`src/rtl/scr1_tcm_arb_pkg.sv`:
```
// Shared types for the TCM data-port arbiter:
// memory command/width/response enums and the owner ID.
package scr1_tcm_arb_pkg;

   localparam int SCR1_DMEM_AWIDTH = 32;
   localparam int SCR1_DMEM_DWIDTH = 32;

   typedef enum logic {
      SCR1_MEM_CMD_RD = 1'b0,
      SCR1_MEM_CMD_WR = 1'b1
   } type_scr1_mem_cmd_e;

   typedef enum logic [1:0] {
      SCR1_MEM_WIDTH_BYTE  = 2'b00,
      SCR1_MEM_WIDTH_HWORD = 2'b01,
      SCR1_MEM_WIDTH_WORD  = 2'b10,
      SCR1_MEM_WIDTH_ERROR = 2'b11
   } type_scr1_mem_width_e;

   typedef enum logic [1:0] {
      SCR1_MEM_RESP_NOTRDY = 2'b00,
      SCR1_MEM_RESP_RDY_OK = 2'b01,
      SCR1_MEM_RESP_RDY_ER = 2'b10
   } type_scr1_mem_resp_e;

   typedef enum logic {
      SCR1_TCM_ARB_CORE = 1'b0,
      SCR1_TCM_ARB_DMA  = 1'b1
   } type_scr1_tcm_arb_id_e;

endpackage

```
`src/rtl/scr1_tcm_dmem_arb_if.sv`:
```
// Data-memory request/response channel.
// master drives the request, slave returns ack and response.
interface scr1_tcm_dmem_arb_if;
   import scr1_tcm_arb_pkg::*;

   logic                          req;
   type_scr1_mem_cmd_e            cmd;
   type_scr1_mem_width_e          width;
   logic [SCR1_DMEM_AWIDTH-1:0]   addr;
   logic [SCR1_DMEM_DWIDTH-1:0]   wdata;
   logic                          req_ack;
   logic [SCR1_DMEM_DWIDTH-1:0]   rdata;
   type_scr1_mem_resp_e           resp;

   modport master (
      output req, cmd, width, addr, wdata,
      input  req_ack, rdata, resp
   );

   modport slave (
      input  req, cmd, width, addr, wdata,
      output req_ack, rdata, resp
   );

endinterface

```
`src/rtl/scr1_tcm_arb_idq.sv`:
```
// In-order FIFO of 1-bit owner IDs for transactions
// accepted by the TCM and still awaiting a response.
module scr1_tcm_arb_idq
   import scr1_tcm_arb_pkg::*;
#(
   parameter int DEPTH = 2
) (
   input  logic                  clk,
   input  logic                  rst_n,
   input  logic                  push,
   input  type_scr1_tcm_arb_id_e id_in,
   input  logic                  pop,
   output logic                  full,
   output logic                  empty,
   output type_scr1_tcm_arb_id_e head
);

   localparam int CW = $clog2(DEPTH + 1);
   localparam int PW = (DEPTH > 1) ? $clog2(DEPTH) : 1;

   type_scr1_tcm_arb_id_e mem [DEPTH];
   logic [PW-1:0]         wptr;
   logic [PW-1:0]         rptr;
   logic [CW-1:0]         cnt;
   logic                  pop_ok;
   logic                  push_ok;

   function automatic logic [PW-1:0] ptr_inc(input logic [PW-1:0] p);
      return (p == PW'(DEPTH - 1)) ? '0 : p + 1'b1;
   endfunction

   assign empty   = (cnt == '0);
   assign full    = (cnt == CW'(DEPTH));
   assign head    = mem[rptr];
   assign pop_ok  = pop & ~empty;
   // a same-cycle pop frees the slot being written
   assign push_ok = push & (~full | pop_ok);

   always_ff @(posedge clk or negedge rst_n) begin
      if (!rst_n) begin
         wptr <= '0;
         rptr <= '0;
         cnt  <= '0;
         for (int i = 0; i < DEPTH; i++) begin
            mem[i] <= SCR1_TCM_ARB_CORE;
         end
      end else begin
         if (push_ok) begin
            mem[wptr] <= id_in;
            wptr      <= ptr_inc(wptr);
         end
         if (pop_ok) begin
            rptr <= ptr_inc(rptr);
         end
         unique case ({push_ok, pop_ok})
            2'b10:   cnt <= cnt + 1'b1;
            2'b01:   cnt <= cnt - 1'b1;
            default: cnt <= cnt;
         endcase
      end
   end

endmodule

```
`src/rtl/scr1_tcm_dmem_arb.sv`:
```
// Two-master arbiter in front of the TCM data port:
// zero-latency request mux, in-order response routing.
module scr1_tcm_dmem_arb
   import scr1_tcm_arb_pkg::*;
#(
   parameter int OUTST_DEPTH     = 2,
   parameter bit CORE_PRIO_FIXED = 1'b0
) (
   input  logic                clk,
   input  logic                rst_n,
   scr1_tcm_dmem_arb_if.slave  core,
   scr1_tcm_dmem_arb_if.slave  dma,
   scr1_tcm_dmem_arb_if.master tcm,
   output logic                arb_err
);

   type_scr1_tcm_arb_id_e sel;
   type_scr1_tcm_arb_id_e rr_next;
   type_scr1_tcm_arb_id_e head;
   logic                  both;
   logic                  acc;
   logic                  rsp_vld;
   logic                  pop;
   logic                  q_full;
   logic                  q_empty;
   logic                  q_full_eff;
   logic                  to_core;
   logic                  to_dma;

   assign both = core.req & dma.req;

   always_comb begin
      sel = SCR1_TCM_ARB_CORE;
      unique case (1'b1)
         core.req & ~dma.req:     sel = SCR1_TCM_ARB_CORE;
         dma.req & ~core.req:     sel = SCR1_TCM_ARB_DMA;
         both & CORE_PRIO_FIXED:  sel = SCR1_TCM_ARB_CORE;
         both & ~CORE_PRIO_FIXED: sel = rr_next;
         default:                 sel = SCR1_TCM_ARB_CORE;
      endcase
   end

   assign rsp_vld    = (tcm.resp != SCR1_MEM_RESP_NOTRDY);
   assign pop        = rsp_vld & ~q_empty;
   assign q_full_eff = q_full & ~pop;

   assign tcm.req   = (core.req | dma.req) & ~q_full_eff;
   assign tcm.cmd   = (sel == SCR1_TCM_ARB_DMA) ? dma.cmd   : core.cmd;
   assign tcm.width = (sel == SCR1_TCM_ARB_DMA) ? dma.width : core.width;
   assign tcm.addr  = (sel == SCR1_TCM_ARB_DMA) ? dma.addr  : core.addr;
   assign tcm.wdata = (sel == SCR1_TCM_ARB_DMA) ? dma.wdata : core.wdata;

   assign acc          = tcm.req & tcm.req_ack;
   assign core.req_ack = acc & (sel == SCR1_TCM_ARB_CORE);
   assign dma.req_ack  = acc & (sel == SCR1_TCM_ARB_DMA);

   // an empty queue means nobody owns the response: drop it
   assign to_core = pop & (head == SCR1_TCM_ARB_CORE);
   assign to_dma  = pop & (head == SCR1_TCM_ARB_DMA);

   assign core.resp  = to_core ? tcm.resp  : SCR1_MEM_RESP_NOTRDY;
   assign core.rdata = to_core ? tcm.rdata : '0;
   assign dma.resp   = to_dma  ? tcm.resp  : SCR1_MEM_RESP_NOTRDY;
   assign dma.rdata  = to_dma  ? tcm.rdata : '0;

   always_ff @(posedge clk or negedge rst_n) begin
      if (!rst_n) begin
         rr_next <= SCR1_TCM_ARB_CORE;
         arb_err <= 1'b0;
      end else begin
         if (acc & both) begin
            rr_next <= (sel == SCR1_TCM_ARB_CORE) ?
                       SCR1_TCM_ARB_DMA : SCR1_TCM_ARB_CORE;
         end
         arb_err <= rsp_vld & q_empty;
      end
   end

   scr1_tcm_arb_idq #(
      .DEPTH (OUTST_DEPTH)
   ) i_idq (
      .clk   (clk),
      .rst_n (rst_n),
      .push  (acc),
      .id_in (sel),
      .pop   (pop),
      .full  (q_full),
      .empty (q_empty),
      .head  (head)
   );

endmodule

```
`src/flat_wrapper.sv`:
```
// flat-port wrapper written by rule: the top's interface ports become plain ports
module scr1_tcm_dmem_arb_flat import scr1_tcm_arb_pkg::*;
#(
   parameter int OUTST_DEPTH     = 2,
   parameter bit CORE_PRIO_FIXED = 1'b0
)
  (clk, rst_n, arb_err, core_req, core_cmd, core_width, core_addr, core_wdata, core_req_ack, core_rdata, core_resp, dma_req, dma_cmd, dma_width, dma_addr, dma_wdata, dma_req_ack, dma_rdata, dma_resp, tcm_req, tcm_cmd, tcm_width, tcm_addr, tcm_wdata, tcm_req_ack, tcm_rdata, tcm_resp);
  scr1_tcm_dmem_arb_if core_i ();
  scr1_tcm_dmem_arb_if dma_i ();
  scr1_tcm_dmem_arb_if tcm_i ();
  input  logic clk;
  input  logic rst_n;
  output logic arb_err;
  input wire logic [$bits(core_i.req)-1:0] core_req;
  input wire logic [$bits(core_i.cmd)-1:0] core_cmd;
  input wire logic [$bits(core_i.width)-1:0] core_width;
  input wire logic [$bits(core_i.addr)-1:0] core_addr;
  input wire logic [$bits(core_i.wdata)-1:0] core_wdata;
  output wire logic [$bits(core_i.req_ack)-1:0] core_req_ack;
  output wire logic [$bits(core_i.rdata)-1:0] core_rdata;
  output wire logic [$bits(core_i.resp)-1:0] core_resp;
  input wire logic [$bits(dma_i.req)-1:0] dma_req;
  input wire logic [$bits(dma_i.cmd)-1:0] dma_cmd;
  input wire logic [$bits(dma_i.width)-1:0] dma_width;
  input wire logic [$bits(dma_i.addr)-1:0] dma_addr;
  input wire logic [$bits(dma_i.wdata)-1:0] dma_wdata;
  output wire logic [$bits(dma_i.req_ack)-1:0] dma_req_ack;
  output wire logic [$bits(dma_i.rdata)-1:0] dma_rdata;
  output wire logic [$bits(dma_i.resp)-1:0] dma_resp;
  output wire logic [$bits(tcm_i.req)-1:0] tcm_req;
  output wire logic [$bits(tcm_i.cmd)-1:0] tcm_cmd;
  output wire logic [$bits(tcm_i.width)-1:0] tcm_width;
  output wire logic [$bits(tcm_i.addr)-1:0] tcm_addr;
  output wire logic [$bits(tcm_i.wdata)-1:0] tcm_wdata;
  input wire logic [$bits(tcm_i.req_ack)-1:0] tcm_req_ack;
  input wire logic [$bits(tcm_i.rdata)-1:0] tcm_rdata;
  input wire logic [$bits(tcm_i.resp)-1:0] tcm_resp;
  assign core_i.req = core_req;
  assign core_i.cmd = core_cmd;
  assign core_i.width = core_width;
  assign core_i.addr = core_addr;
  assign core_i.wdata = core_wdata;
  assign core_req_ack = core_i.req_ack;
  assign core_rdata = core_i.rdata;
  assign core_resp = core_i.resp;
  assign dma_i.req = dma_req;
  assign dma_i.cmd = dma_cmd;
  assign dma_i.width = dma_width;
  assign dma_i.addr = dma_addr;
  assign dma_i.wdata = dma_wdata;
  assign dma_req_ack = dma_i.req_ack;
  assign dma_rdata = dma_i.rdata;
  assign dma_resp = dma_i.resp;
  assign tcm_req = tcm_i.req;
  assign tcm_cmd = tcm_i.cmd;
  assign tcm_width = tcm_i.width;
  assign tcm_addr = tcm_i.addr;
  assign tcm_wdata = tcm_i.wdata;
  assign tcm_i.req_ack = tcm_req_ack;
  assign tcm_i.rdata = tcm_rdata;
  assign tcm_i.resp = tcm_resp;
  scr1_tcm_dmem_arb #(.OUTST_DEPTH(OUTST_DEPTH), .CORE_PRIO_FIXED(CORE_PRIO_FIXED)) u_core (.clk(clk), .rst_n(rst_n), .core(core_i), .dma(dma_i), .tcm(tcm_i), .arb_err(arb_err));
endmodule
```
`config.mk`:
```
export PLATFORM = sky130hd
export DESIGN_NAME = scr1_tcm_dmem_arb_flat
export DESIGN_NICKNAME = d
export VERILOG_FILES = /design/src/rtl/scr1_tcm_arb_pkg.sv /design/src/rtl/scr1_tcm_dmem_arb_if.sv /design/src/rtl/scr1_tcm_arb_idq.sv /design/src/rtl/scr1_tcm_dmem_arb.sv /design/src/flat_wrapper.sv
export SDC_FILE = /design/constraint.sdc
export NUM_CORES = 1
export LEC_CHECK = 0
export CAP_MARGIN = 20
export CORE_AREA = 2 2 120 122
export DETAILED_ROUTE_END_ITERATION = 10
export DIE_AREA = 0 0 122 124
export GPL_ROUTABILITY_DRIVEN = 0
export GPL_TIMING_DRIVEN = 1
export SYNTH_ARGS = -nofsm -noshare
export SYNTH_HDL_FRONTEND = slang
export SYNTH_SLANG_ARGS = --single-unit
```
`constraint.sdc`:
```
create_clock -name clk -period 4.9 [get_ports clk]
set_input_delay 0.98 -clock clk [delete_from_list [all_inputs] [get_ports clk]]
set_output_delay 0.98 -clock clk [all_outputs]
set_load 0.005 [all_outputs]
```
# ---- Yosys cells after proc, flatten, opt, wreduce, memory -nomap -nowiden
# Cells that the tools add are included.
# W data, S select, Z words.
dict set report totals {
  reg_bits 8
  output_inout_bits 139
  word_cells 65
}
dict set report op_classes {
  n_addsub 4
  magnitude_cmp 3
  eq_ne 3
  mux 19
  bitwise_logic 25
  reduce_logical 4
}
# op count
set ops {}
lappend ops {{$mux W32} 4}
lappend ops {{$and A1 B1 Y1} 14}
lappend ops {{$mux W1} 8}
lappend ops {{$not A1 Y1} 7}
lappend ops {{$mux W2} 3}
lappend ops {{$eq A2 B2 Y1 const B} 2}
lappend ops {{$ge A2 B2 Y1 const B} 2}
lappend ops {{$not A1 Y2} 2}
lappend ops {{$pmux W2 S2} 1}
lappend ops {{$reduce_bool A2 Y1} 2}
lappend ops {{$add A1 B1 Y1 const B} 2}
lappend ops {{$add A2 B1 Y2 const B} 1}
lappend ops {{$bwmux W2} 1}
lappend ops {{$eq A2 B1 Y1 const B} 1}
lappend ops {{$logic_not A2 Y1} 1}
lappend ops {{$lt A2 B1 Y1 const B} 1}
lappend ops {{$or A1 B1 Y1} 2}
lappend ops {{$pmux W1 S2} 1}
lappend ops {{$sub A2 B1 Y2 const B} 1}
lappend ops {{$demux W1 S1} 1}
lappend ops {{$logic_and A1 B1 Y1} 1}

# ---- Logic depth before layout (Yosys ltp)
dict set report logic_depth {
  word_depth 11
  depth_mapped 7
  ltp_nobuf 6
}

# ---- By module
# From an unflattened synthesis, not the netlist that was laid out.
dict set report hier_totals {
  cells_unflattened 197
  hier_area_um2 1730.4
}
# mod instances cells_per_inst area_each_um2 seq_area_each_um2
set modules_own_cells {}
lappend modules_own_cells {scr1_tcm_dmem_arb 1 168 1416.4 50.0}
lappend modules_own_cells {scr1_tcm_arb_idq 1 29 314.1 150.1}

# ---- Worst setup path after synthesis
# Ideal clock, no wire load.
dict set report synth_path {
  path_type {input-to-output}
  startpoint {input port core_req}
  endpoint {output port tcm_addr[26]}
  t_arrival_ps 1854
  t_required_ps 3920
  path_slack_ps 2066
  path_stages 4
  cell_sequence {inv_1 o21ai_4 buf_4 mux2_1}
}
dict set report synth_via {
  elab_chain_cells 4
  word_cells_on_any_way 5
}
# element line
set synth_lines {}
lappend synth_lines {{start, declared} flat_wrapper.sv:14} ;# input wire logic [$bits(core_i.req)-1:0] core_req;
lappend synth_lines {{$not A1 Y1} scr1_tcm_dmem_arb.sv:36} ;# dma.req & ~core.req: sel = SCR1_TCM_ARB_DMA;
lappend synth_lines {{$and A1 B1 Y1} scr1_tcm_dmem_arb.sv:36}
lappend synth_lines {{$pmux W1 S2 *} scr1_tcm_dmem_arb.sv:34} ;# unique case (1'b1)
lappend synth_lines {{$mux W32 *} scr1_tcm_dmem_arb.sv:50} ;# assign tcm.addr = (sel == SCR1_TCM_ARB_DMA) ? dma.addr : core.addr;
lappend synth_lines {{end, declared} flat_wrapper.sv:33} ;# output wire logic [$bits(tcm_i.addr)-1:0] tcm_addr;
# Every way passes the cells marked *; elsewhere a longest branch is shown, timed or not.

# ---- Worst setup path after layout
dict set report layout_path {
  startpoint {input port core_req}
  endpoint {output port tcm_width[1]}
}
dict set report layout_via {
  elab_chain_cells 4
  word_cells_on_any_way 5
}
# element line
set layout_lines {}
lappend layout_lines {{$not A1 Y1} scr1_tcm_dmem_arb.sv:36}
lappend layout_lines {{$and A1 B1 Y1} scr1_tcm_dmem_arb.sv:36}
lappend layout_lines {{$pmux W1 S2 *} scr1_tcm_dmem_arb.sv:34}
lappend layout_lines {{$mux W2 *} scr1_tcm_dmem_arb.sv:49} ;# assign tcm.width = (sel == SCR1_TCM_ARB_DMA) ? dma.width : core.width;
lappend layout_lines {{end, declared} flat_wrapper.sv:32} ;# output wire logic [$bits(tcm_i.width)-1:0] tcm_width;
# Marked as above.

==> results.ini <==
[critical_path]
reg2reg_depth = 5
cp_slowest_stage_delay_ns = 0.54
end_kind = primary output
crit_chain = clkdlybuf4s50_1, inv_1, o21ai_4, buf_12, mux2_2, clkdlybuf4s50_1
r2r-start = u_core.i_idq.cnt[0]$_DFFE_PN0P_
path_buf_inv = 4
r2r_slack_ns = 3.11
crit_arrival_ns = 3.10
cp.depth = 6
cpMaxStageDelayCell = clkdlybuf4s50_1
reg2reg_to = u_core.i_idq.cnt[1]$_DFFE_PN0P_
critPathKind = in -> out
start_kind = primary input
cp_top_family = buffers and inverters
worstPathRequired_ns = 3.92
critical_path.most_common_cell = clkdlybuf4s50_1
cp_max_fo = 67

[detailed_routing]
dr.first_iter.drc_count = 68
drc = 0
firstDrtPassIters = 4
finalWirelength_um = 10500
viasPerCell = 3.83
dr_total_vias = 2575
drtAntennaViolNets = 0
wl_per_cell_um = 15.6

[global_route]
grt_max_degree = 68
grt_pass1_vias = 2482
antenna_found_initial = 0
grt_pass1_wl_um = 13400
gr-total-overflow = 0
grt.total_usage_pct = 11.6

[synthesis]
synthFlopType = dfrtp_1
synthTopCellsByArea = mux2_2, and2_1, dfrtp_1
yosysUniqueCellTypes = 25
synth.cell_area_um2 = 1730
synth_seq_cells = 8
async_flop_share_pct = 100
synth_commonest_cells = and2_1, mux2_2, dfrtp_1, buf_6, nor2_1
synth_most_common_cell = and2_1
syn_nets = 363
synth_seq_area_share_pct = 11.6
synth_edf_count = 0
synth_top_area_share_pct = 39.8
synth_area_leader_cell = mux2_2
synthCells = 189
ys_warn_count = 0
avgSynthCellArea_um2 = 9.14

[layout]
layout-drive-gt1-share_pct = 14.4
instances_no_fill = 672
final_util_pct = 36.9
diodes = 0
syn_to_final_growth_pct = 193
fill_cells = 1357
final_nets = 668
fin_area_um2 = 5070

[clock_tree]
cts_buffers = 3
cts-root-buf = clkbuf_16
cts_resized = 0
cts.sink_count = 8
clk_pin_slew_worst_paths_ns = 0.04
cts_tree = done
post_cts_buffers = 0
clk_latency_ns = 0.23
ctsHoldBuffers = 0
clockBufferDepth = 2
ctsHtreeMaxLevel = 1

[pwr]
p_leak_nw = 1.89
peakVddDrop_mv = 0.213
p_per_area_nw_per_um2 = 281

[timing]
rsz0062_at_grt = no
clock_skew_ns = 0.00193
worst_hold_slack_ns = 0.496
setup_viol = 0
hold_viol = 0
fmax_mhz = 245
slew_violations = 0
post-route-period-util_pct = 83.2
slew_headroom_pct = 51.3
setup_tns_ns = 0
tightest_slew_ns = 0.720
min_period_ns = 4.08

[placed_design]
dp.final_hpwl_um = 9070
detailed_place.area_um2 = 4990
dp.cells = 669
io_buffers = 311

[floorplan]
core_area_um2 = 13700
start_util_pct = 12.6
die_h_um = 124
fp.dieW_um = 122
io_pins = 312
die-area_um2 = 15100
row_count = 43

[min_path]
hold_start = u_core.i_idq.rptr$_DFFE_PN0P_
min_path_type = reg -> reg
min_path_cells = 1
hold_end = u_core.i_idq.rptr$_DFFE_PN0P_

[status]
status = completed

[run]
drv_cap = 0

## final cells by class
| type | count | area, um2 | area share, % |
|---|---|---|---|
| Clock buffer | 3 | 75.1 | 1.48 |
| Tap cell | 180 | 225 | 4.45 |
| Inverter | 2 | 7.51 | 0.148 |
| Timing Repair Buffer | 314 | 3150 | 62.1 |
| Sequential cell | 8 | 200 | 3.95 |
| Multi-Input combinational cell | 165 | 1410 | 27.8 |
## placed cells by master (no fill, tap or decap), drive strengths merged, types with 2 or more instances in the layout
master,count
and2,68
buf,3
clkbuf,3
clkdlybuf4s50,311
dfrtp,8
inv,2
mux2,67
nor2,7
o21ai,3
o31ai,3
xnor2,5
## cells by family (layout without fill, tap and decap cells)
| family | count (synthesis) | in the layout | share of synthesized area, % |
|---|---|---|---|
| fa+ha+maj | 1 | 1 | 0.725 |
| simple gates | 82 | 82 | 30.0 |
| buf+inv | 16 | 319 | 6.74 |
| flops | 8 | 8 | 11.6 |
| compound gates | 8 | 8 | 3.62 |
| xor+xnor | 6 | 6 | 3.04 |
| mux | 68 | 68 | 44.3 |
## metrics by stage
| stage | setup WS, ns | power, W |
|---|---|---|
| 5_1_grt | 0.727 | 0.00153 |
| 3_3_place_gp | 0.811 | 0.00130 |
| 2_1_floorplan | 2.07 | 0.000590 |
| 3_5_place_dp | 0.807 | 0.00130 |
| 4_1_cts | 0.802 | 0.00145 |
| 6_report | 0.823 | 0.00142 |
## worst register-to-register path: cells and delay by family, from the launching register on
kind	cells	cell delay [ns]
simple gates	3	0.86
xor+xnor	1	0.15
fa+ha+maj	1	0.26
flops	1	0.46
## metal layers
metal  GRT usage, %  wire length [um]  vias up  share of wire (%)
li1               -                 -     1256                  -
met1           12.2              3650     1154                 35
met2           23.3              5640      163                 54
met3           3.57              1150        2                 11
met4          0.647                11        0               0.11
met5              0                 0        -                  0
## where the power goes
part	switching (W)	leakage [nW]	internal (W)	total (W)
clock	0.0000304	0.0370	0.000105	0.000135
combinational	0.000380	1.76	0.000770	0.00115
sequential	0.0000375	0.0970	0.000100	0.000138
## worst max-delay path by stage
stage / slack [ns] / startpoint / end
2_1_floorplan: 2.07 / core_req / tcm_addr[26]
3_3_place_gp: 0.81 / core_req / tcm_width[1]
3_5_place_dp: 0.81 / core_req / tcm_width[1]
4_1_cts: 0.80 / core_req / tcm_width[1]
5_1_grt: 0.73 / core_req / tcm_wdata[5]
6_report: 0.82 / core_req / tcm_width[1]
## registers in the layout, summed over array words and instances (netlist names)
signal,count
u_core.i_idq.cnt,2
u_core.rr_next,1
u_core.i_idq.mem,2
u_core.i_idq.rptr,1
u_core.arb_err,1
u_core.i_idq.wptr,1
Note: power is estimated with default switching activity, not from simulation.
